$ cat config.mk
export PLATFORM = sky130hd
export DESIGN_NAME = asg_seq_ctrl
export DESIGN_NICKNAME = d
export VERILOG_FILES = /design/src/rtl/asg_seq_ctrl.sv
export SDC_FILE = /design/constraint.sdc
export NUM_CORES = 1
export LEC_CHECK = 0
export CORE_MARGIN = 2
export CORE_UTILIZATION = 45
export DETAILED_ROUTE_END_ITERATION = 16
export SYNTH_ARGS = -nofsm -noshare
export SYNTH_HDL_FRONTEND = slang
export SYNTH_SLANG_ARGS = --single-unit
export TNS_END_PERCENT = 100
$ cat constraint.sdc
create_clock -name dac_clk_i -period 4.7 [get_ports dac_clk_i]
set_clock_uncertainty 0.1 [all_clocks]
set_input_delay 0.705 -clock dac_clk_i [delete_from_list [all_inputs] [get_ports dac_clk_i]]
set_output_delay 0.705 -clock dac_clk_i [all_outputs]
set_load 0.01 [all_outputs]
$ cat src/rtl/asg_seq_ctrl.sv
`timescale 1ns/1ps
`default_nettype none
// ============================================================================
// Module   : asg_seq_ctrl
// Purpose  : Segment sequencer for one ASG channel. It holds a table of NSEG
//            segments (offset, size, step, cycle count) and plays them back.
//            For each segment it drives the channel set_* inputs, resets the
//            channel, issues a software trigger and then counts trig_done
//            wrap events to decide when to move on to the next segment.
// Option   : ASG_SEQ_EXT_TRIG_EN adds ext_trig_i and a per-segment gate bit
//            (bit 31 of the ncyc word). A gated segment waits in ARM for a
//            rising edge on ext_trig_i.
// Revision : 1.0 - initial release
// ============================================================================
module asg_seq_ctrl #(
  parameter int RSZ    = 14,
  parameter int NSEG   = 8,
  parameter int SEG_AW = 3
) (
  input  logic                dac_clk_i,
  input  logic                dac_rstn_i,
  input  logic                cfg_we_i,
  input  logic [SEG_AW+1:0]   cfg_addr_i,
  input  logic [31:0]         cfg_wdata_i,
  input  logic [SEG_AW:0]     seq_len_i,
  input  logic                seq_loop_i,
  input  logic                start_i,
  input  logic                stop_i,
  input  logic                trig_done_i,
`ifdef ASG_SEQ_EXT_TRIG_EN
  input  logic                ext_trig_i,
`endif
  output logic [RSZ+15:0]     set_ofs_o,
  output logic [RSZ+15:0]     set_size_o,
  output logic [RSZ+15:0]     set_step_o,
  output logic                set_rst_o,
  output logic                trig_sw_o,
  output logic                busy_o,
  output logic [SEG_AW-1:0]   seg_idx_o,
  output logic                done_o
);

  localparam int PW = RSZ + 16;

  typedef enum logic [2:0] {
    S_IDLE = 3'd0,
    S_LOAD = 3'd1,
    S_RST  = 3'd2,
    S_ARM  = 3'd3,
    S_RUN  = 3'd4,
    S_DONE = 3'd5
  } state_t;

  // Segment table (no reset: contents are only meaningful after software writes)
  logic [PW-1:0]  ofs_mem  [NSEG];
  logic [PW-1:0]  size_mem [NSEG];
  logic [PW-1:0]  step_mem [NSEG];
  logic [31:0]    ncyc_mem [NSEG];

  state_t           state, state_nxt;
  logic [SEG_AW-1:0] idx, idx_nxt;
  logic [31:0]      ncyc_r;
  logic [31:0]      wrap_cnt;
  logic [1:0]       blank_cnt;
  logic             abort_r, abort_nxt;
  logic             cnt_en;
  logic             seg_end;
  logic             last_seg;
  logic             arm_go;
  logic [SEG_AW-1:0] wr_seg;

  assign wr_seg = cfg_addr_i[SEG_AW+1:2];

`ifdef ASG_SEQ_EXT_TRIG_EN
  logic gate_mem [NSEG];
  logic gate_r;
  logic ext_d;

  // Table write port; bit 31 of the ncyc word is the external-trigger gate
  always_ff @(posedge dac_clk_i) begin
    if (cfg_we_i) begin
      case (cfg_addr_i[1:0])
        2'd0:    ofs_mem[wr_seg]  <= cfg_wdata_i[PW-1:0];
        2'd1:    size_mem[wr_seg] <= cfg_wdata_i[PW-1:0];
        2'd2:    step_mem[wr_seg] <= cfg_wdata_i[PW-1:0];
        default: begin
          ncyc_mem[wr_seg] <= {1'b0, cfg_wdata_i[30:0]};
          gate_mem[wr_seg] <= cfg_wdata_i[31];
        end
      endcase
    end
  end

  // External trigger history for rising-edge detection, plus latched gate bit
  always_ff @(posedge dac_clk_i or negedge dac_rstn_i) begin
    if (!dac_rstn_i) begin
      ext_d  <= 1'b0;
      gate_r <= 1'b0;
    end else begin
      ext_d <= ext_trig_i;
      if (state == S_LOAD) gate_r <= gate_mem[idx];
    end
  end

  assign arm_go = !gate_r || (ext_trig_i && !ext_d);
`else
  // Table write port; the full 32-bit word is the cycle count
  always_ff @(posedge dac_clk_i) begin
    if (cfg_we_i) begin
      case (cfg_addr_i[1:0])
        2'd0:    ofs_mem[wr_seg]  <= cfg_wdata_i[PW-1:0];
        2'd1:    size_mem[wr_seg] <= cfg_wdata_i[PW-1:0];
        2'd2:    step_mem[wr_seg] <= cfg_wdata_i[PW-1:0];
        default: ncyc_mem[wr_seg] <= cfg_wdata_i;
      endcase
    end
  end

  assign arm_go = 1'b1;
`endif

  // Wraps only count once the blanking window after the trigger has passed
  assign cnt_en   = (state == S_RUN) && (blank_cnt == 2'd2) && trig_done_i;
  assign seg_end  = cnt_en && (wrap_cnt == ncyc_r - 32'd1);
  // seq_len is sampled live so a shrinking length ends the sequence early
  assign last_seg = ({1'b0, idx} + {{SEG_AW{1'b0}}, 1'b1}) >= seq_len_i;

  // Next-state logic; stop overrides every transition outside IDLE
  always_comb begin
    state_nxt = state;
    idx_nxt   = idx;
    abort_nxt = 1'b0;
    case (state)
      S_IDLE: begin
        if (start_i && !stop_i && (seq_len_i != '0)) begin
          state_nxt = S_LOAD;
          idx_nxt   = '0;
        end
      end
      S_LOAD: state_nxt = S_RST;
      S_RST:  state_nxt = S_ARM;
      S_ARM:  if (arm_go) state_nxt = S_RUN;
      S_RUN: begin
        if (seg_end) begin
          if (!last_seg) begin
            idx_nxt   = idx + 1'b1;
            state_nxt = S_LOAD;
          end else if (seq_loop_i) begin
            idx_nxt   = '0;
            state_nxt = S_LOAD;
          end else begin
            state_nxt = S_DONE;
          end
        end
      end
      S_DONE:  state_nxt = S_IDLE;
      default: state_nxt = S_IDLE;
    endcase
    if (stop_i && (state != S_IDLE)) begin
      state_nxt = S_IDLE;
      idx_nxt   = '0;
      abort_nxt = 1'b1;
    end
  end

  // State, index and abort-pulse registers
  always_ff @(posedge dac_clk_i or negedge dac_rstn_i) begin
    if (!dac_rstn_i) begin
      state   <= S_IDLE;
      idx     <= '0;
      abort_r <= 1'b0;
    end else begin
      state   <= state_nxt;
      idx     <= idx_nxt;
      abort_r <= abort_nxt;
    end
  end

  // Segment parameter load, blanking counter and wrap counter
  always_ff @(posedge dac_clk_i or negedge dac_rstn_i) begin
    if (!dac_rstn_i) begin
      set_ofs_o  <= '0;
      set_size_o <= '0;
      set_step_o <= '0;
      ncyc_r     <= '0;
      wrap_cnt   <= '0;
      blank_cnt  <= '0;
    end else begin
      if (state == S_LOAD) begin
        set_ofs_o  <= ofs_mem[idx];
        set_size_o <= size_mem[idx];
        set_step_o <= step_mem[idx];
        ncyc_r     <= (ncyc_mem[idx] == 32'd0) ? 32'd1 : ncyc_mem[idx];
      end
      if (state == S_ARM) begin
        wrap_cnt  <= '0;
        blank_cnt <= '0;
      end else begin
        if ((state == S_RUN) && (blank_cnt != 2'd2)) blank_cnt <= blank_cnt + 2'd1;
        if (cnt_en) wrap_cnt <= wrap_cnt + 32'd1;
      end
    end
  end

  assign set_rst_o = abort_r || (state == S_RST) || (state == S_DONE);
  assign trig_sw_o = (state == S_ARM) && arm_go;
  assign done_o    = (state == S_DONE);
  assign busy_o    = (state != S_IDLE);
  assign seg_idx_o = idx;

endmodule
`default_nettype wire

* Word level (Yosys, flattened, before mapping) *
Memories as Yosys holds them, arrays and structs flattened. A register that Yosys moved wholly into a read port is not among the register bits.
Index checks and enable logic that the tools add are counted.

word-level totals
  flip-flop bits (word level) = 73
  output and inout bits = 97
  memories kept = 4
  latch bits = 0
  input port bits = 48
  bits in read-only memories = 0
  RAM bits = 976
  logic and storage cells = 83

memories
  name      depth  bits a word  read ports  clocked after memory_dff  wr ports  line  RTL
  ncyc_mem  8      32           1           0                         1         58    logic [31:0] ncyc_mem [NSEG];
  ofs_mem   8      30           1           1                         1         55    logic [PW-1:0] ofs_mem [NSEG];
  size_mem  8      30           1           1                         1         56    logic [PW-1:0] size_mem [NSEG];
  step_mem  8      30           1           1                         1         57    logic [PW-1:0] step_mem [NSEG];

operators by class
  add/sub/neg operators = 5
  multiply operators = 0
  equality and inequality tests = 13
  magnitude comparators = 1
  bitwise logic cells = 0
  divide/modulo/power cells = 0
  multiplexer cells = 30
  shifts and indexed selects = 0
  reduce and logical (&&, ||, !) cells = 24

operators with widths
  cell                   number
  $mux 32                3
  $add 32x1->32 const B  1
  $eq 32x32->1           1
  $logic_not 32->1       1
  $sub 32x1->32 const B  1
  $mux 3                 10
  $pmux 3 s5             1
  $mux 1                 13
  $logic_and 1x1->1      7
  $eq 3x2->1 const B     2
  $eq 3x3->1 const B     2
  $pmux 3 s2             1
  $reduce_bool 3->1      2
  $add 3x1->4 const B    1
  $eq 2x2->1 const B     2
  $ge 4x4->1             1
  $logic_not 1->1        4
  $mux 2                 2
  $ne 4x3->1 const B     1
  $reduce_and 4->1       1
  $reduce_bool 2->1      2
  $reduce_bool 4->1      1
  $add 3x1->3 const B    1
  $eq 3x1->1 const B     1
  other kinds (10)       11

* Depth between registers and ports, before layout *
  depth in word-level cells = 7
  mapped depth = 12
  depth with buffers taken out = 10

* Least setup slack after synthesis *
No wires, ideal clock.

  path type = register -> register
  start point = reg idx[2], in the netlist seg_idx_o[2]
  end point = reg idx[0], in the netlist seg_idx_o[0]
  required time = 4.444 ns
  path slack = 1.246 ns
  clock period less this slack = 3.454 ns
  arrival = 3.198 ns
  library setup time = 0.156 ns
  buffers on the path = 4
  cell stages (with the launch flop) = 13
  cells stage by stage = dfrtp_1 clkbuf_1 clkbuf_1 clkbuf_1 buf_1 xor2_1 ha_1 a21o_1 a21oi_1 nor2_1 nor4_1 a21bo_2 a31oi_1

on the way
  word-level cells in the longest chain between the ends = 6
  elaborated cells between the ends (all ways) = 8
  those cells by class = 1 x add/sub; 1 x order compare; 1 x eq/ne; 4 x mux; 1 x reduce/logical

RTL lines
  what                    line  RTL
  start, declared         61    logic [SEG_AW-1:0] idx, idx_nxt;
  start signal, assigned  174   idx <= idx_nxt;
  $add 3x1->4 (*)         126   assign last_seg = ({1'b0, idx} + {{SEG_AW{1'b0}}, 1'b1}) >= seq_len_i;
  $ge 4x4->1 (*)          126
  $mux 3                  145   if (!last_seg) begin
  $mux 3                  144   if (seg_end) begin
  $pmux 3 s2              133   case (state)
  $mux 3                  159   if (stop_i && (state != S_IDLE)) begin

Every way passes the cells marked *; elsewhere a longest branch is shown, timed or not. The select of a mux whose other input is x is not followed.
A chain may end at the register's enable or synchronous reset.

* Worst setup path in the final report *
  start point = reg ncyc_r[0]
  end point = reg idx[2], in the netlist seg_idx_o[2]

on the way
  word-level cells in the longest chain between the ends = 5

RTL lines
  what                        line  RTL
  start, declared             62    logic [31:0] ncyc_r;
  start signal, assigned      193   ncyc_r <= (ncyc_mem[idx] == 32'd0) ? 32'd1 : ncyc_mem[idx];
  $sub 32x1->32               124   assign seg_end = cnt_en && (wrap_cnt == ncyc_r - 32'd1);
  $eq 32x32->1                124
  $logic_and 1x1->1           124
  $ne 3x2->1 (no line)        n/a
  $reduce_and 4->1 (no line)  n/a

Every way passes these cells.

==> flow_summary.json <==
{
  "yosys-mux-area-fraction_pct": 15.2,
  "largest_net_degree_at_the_start_of_global_routing": 103,
  "slew_headroom_pct": 11.0,
  "post_synth.cell_area_avg_um2": 19.3,
  "share_seq_of_total_power_pct": 50.2,
  "worst_slew_pin_slew_ns": 1.33,
  "yosys_warnings": 0,
  "max-vdd-ir-drop_mv": 0.306,
  "worst_path_cell_with_the_longest_stage_delay": "nor3b_2",
  "rsz_0062_raised_after_global_routing": "false",
  "most_frequent_standard_cell_in_the_layout_excluding_fill_and_tap_cells": "edfxtp_1",
  "power.share.switching_pct": 24.5,
  "main_combinational_cell_family_by_area_after_synthesis": "multiplexers",
  "intPower_mw": 18.4,
  "design.die.area_um2": 101000,
  "layout-drive-gt1-share_pct": 21.6,
  "top_level_pins": 145,
  "grt_usage_pct": 20.1,
  "clock-root-buffer": "clkbuf_16",
  "detail_route.wl_per_cell_um": 25.6,
  "post_cts_resize_count": 0,
  "coreArea_um2": 98000,
  "hold_buffers": 0,
  "hold_class": "primary input to asynchronous set/reset pin",
  "placedCellCount": 3697,
  "fin_setup_tns_ns": 0,
  "maxClockFrequency_ghz": 0.271,
  "synth-seq-area-share_pct": 75.3,
  "final_max_slew_viol_count": 0,
  "post-cts-setup-buffers": 0,
  "final_cells": 3913,
  "start_to_end_type_of_the_worst_setup_path": "flop to flop",
  "drtAntennaViolNets": 0,
  "grt_pass1_wl_um": 151000,
  "synth_xor_xnor_area_share_pct": 1.27,
  "synth-main-ff-cell": "edfxtp_1",
  "path_clk_slew_ns": 0.06,
  "clock_path_buffers": 3,
  "finalHoldViolations": 0,
  "drt_pre_antenna_iters": 6,
  "drt_wl_total_um": 100000,
  "fillers": 7631,
  "dr_iter_0_viols": 2259,
  "cts_tree": "yes",
  "critical_path.n_buffers_inverters": 1,
  "areal_power_density_over_the_cells_nw_per_um2": 471,
  "synthToLayoutAreaGrowth_pct": 16.7,
  "power_share_of_the_clock_group_pct": 37.9,
  "insertion_delay_ns": 0.71,
  "power.switching_mw": 5.98,
  "leak_pwr_nw": 16.4,
  "initial_core_util_pct": 45.3,
  "drc": 0,
  "synth-seq-cells": 1139,
  "post_synth_fa_ha_maj_area_fraction_pct": 0.226,
  "synth_simple_gate_area_share_pct": 4.32,
  "critical_path.top_delay_family": "compound AO/OA/AOI/OAI gates",
  "yosys.cell_types.count": 72,
  "core.rowCount": 115,
  "synthDominantAreaCellType": "edfxtp_1",
  "mostFrequentLayoutCells": "edfxtp_1, mux4_2, nor2_1",
  "htree_levels": 3,
  "clkSinkCount": 1139,
  "cts_buffers": 113,
  "dp_hpwl_um": 56800,
  "critPathCaptureType": "flop",
  "antenna_found_initial": 8,
  "finish.net_count": 2581,
  "overflow": 0,
  "cp_slowest_stage_delay_ns": 0.74,
  "post-route-period-util_pct": 78.5,
  "total_number_of_vias": 22300,
  "post-route-min-period_ns": 3.69,
  "power.share.combinational_pct": 11.9,
  "cp-start-kind": "flop",
  "asyncSetResetFlopFracSynth_pct": 14.3,
  "die_w_um": 318,
  "synthesis.area_um2": 44400,
  "gp_congestion": 0.807,
  "outcome": "finished, final reports clean",
  "required_ns": 5.17,
  "cp.arrival_ns": 4.16,
  "synth_nets": 2351,
  "synth_compound_gate_area_share_pct": 2.48,
  "routed_via_density": 5.70,
  "synth_enable_flop_cells": 976,
  "finalSetupViolCount": 0,
  "timing.critical_path.cells": "inv_1 > ha_1 > nor3b_2 > nand4_4 > a211oi_1 > a221oi_1 > o32ai_1 > nor4_1 > a21bo_2 > a31oi_1",
  "critical_path_peak_fanout": 13,
  "io_buffers": 144,
  "synth_top_area_share_pct": 66.1,
  "cap_violations": 0,
  "instance_count_of_the_mapped_netlist": 2295,
  "chipHeight_um": 318,
  "post_synth_main_area_contributors": "edfxtp_1, mux4_2, dfrtp_1",
  "first_global_vias": 23300
}
-- synth_stat cells (8+ instances only) --
cell type    n
edfxtp_1   976
mux4_2     244
nor2_1     220
dfrtp_1    163
a21oi_1    135
mux2i_1    124
clkbuf_1    75
nand2_1     40
xor2_1      37
xnor2_1     25
buf_2       21
nand4_1     18
nand3_1     17
buf_1       16
inv_1       16
nor4_1      15
nor3_1      14
o21ai_0     11
ha_1         8
nand2b_1     8
-- path summary, 6_finish.rpt --
kind / start / to / slack, ns / depth (start not counted)
setup reg to reg: ncyc_r[0]$_DFFE_PN0N_ / seg_idx_o[2]$_DFFE_PN0P_ / 1.01 / 10
hold reg to reg: set_size_o[8]$_DFFE_PN0N_ / set_size_o[8]$_DFFE_PN0N_ / 0.43 / 2
hold / removal: dac_rstn_i / wrap_cnt[12]$_DFFE_PN0P_ / 0.08 / 1
min in group dac_clk_i: set_size_o[8]$_DFFE_PN0N_ / set_size_o[8]$_DFFE_PN0N_ / 0.43 / 2
setup / recovery: ncyc_r[0]$_DFFE_PN0N_ / seg_idx_o[2]$_DFFE_PN0P_ / 1.01 / 10
max in group asynchronous: dac_rstn_i / wrap_cnt[17]$_DFFE_PN0P_ / 3.48 / 2
-- cell families (layout without fill, tap and decap cells) --
group / Yosys count / count (layout)
fa+ha+maj: 8 / 8
buf+inv: 133 / 462
compound gates: 191 / 191
xor+xnor: 63 / 63
simple gates: 393 / 393
flops: 1139 / 1139
other cells: 0 / 2
mux: 368 / 368
-- through the flow --
step                      area (µm²)  setup slack [ns]  power [mW]  hold slack, ns  util (%)
after floorplan                44400              1.25        13.7           0.309         -
after global placement         47900              1.13        15.3           0.394      48.9
after detailed placement       47900              1.05        15.4           0.419      48.9
after CTS                      51800              1.04        24.6          0.0796      52.8
after global routing           51800             0.732        25.3           0.122      52.8
final                          51800              1.01        24.4          0.0753      52.8
-- state kept, by name (all words and copies together), names as in the netlist, 30 cells and up --
| register | cells |
|---|---|
| ofs_mem | 240 |
| ncyc_r | 32 |
| set_size_o | 30 |
| ncyc_mem | 256 |
| step_mem | 240 |
| set_ofs_o | 30 |
| set_step_o | 30 |
| wrap_cnt | 32 |
| size_mem | 240 |
-- area by class of cell --
type / count / area [µm²] / area share [%]
diodes: 2 / 5.00 / 0.00967
well taps: 1287 / 1610 / 3.11
clock buffers: 146 / 3140 / 6.07
repair buffers: 232 / 2140 / 4.14
inverters: 16 / 60.1 / 0.116
clock inverters: 68 / 743 / 1.44
flip-flops and latches: 1139 / 33400 / 64.5
multi-input cells: 1023 / 10700 / 20.6
-- routing by layer --
metal / track usage, % / wire (µm) / vias up
met5: 0 / 41 / -
met4: 4.93 / 2110 / 8
met3: 3.13 / 5390 / 145
met2: 32.7 / 48900 / 642
met1: 28.5 / 43700 / 11800
li1: - / - / 9691
-- power groups by stage --
stage          sequential, mW  combinational, mW  clock, mW
4_1_cts                  12.2               2.93       9.45
3_5_place_dp             12.4               2.91          0
2_1_floorplan            12.4               1.39          0
6_report                 12.2               2.89       9.25
3_3_place_gp             12.4               2.85          0
5_1_grt                  12.3               3.19       9.82
No activity file was read; power rests on OpenSTA's default activity.
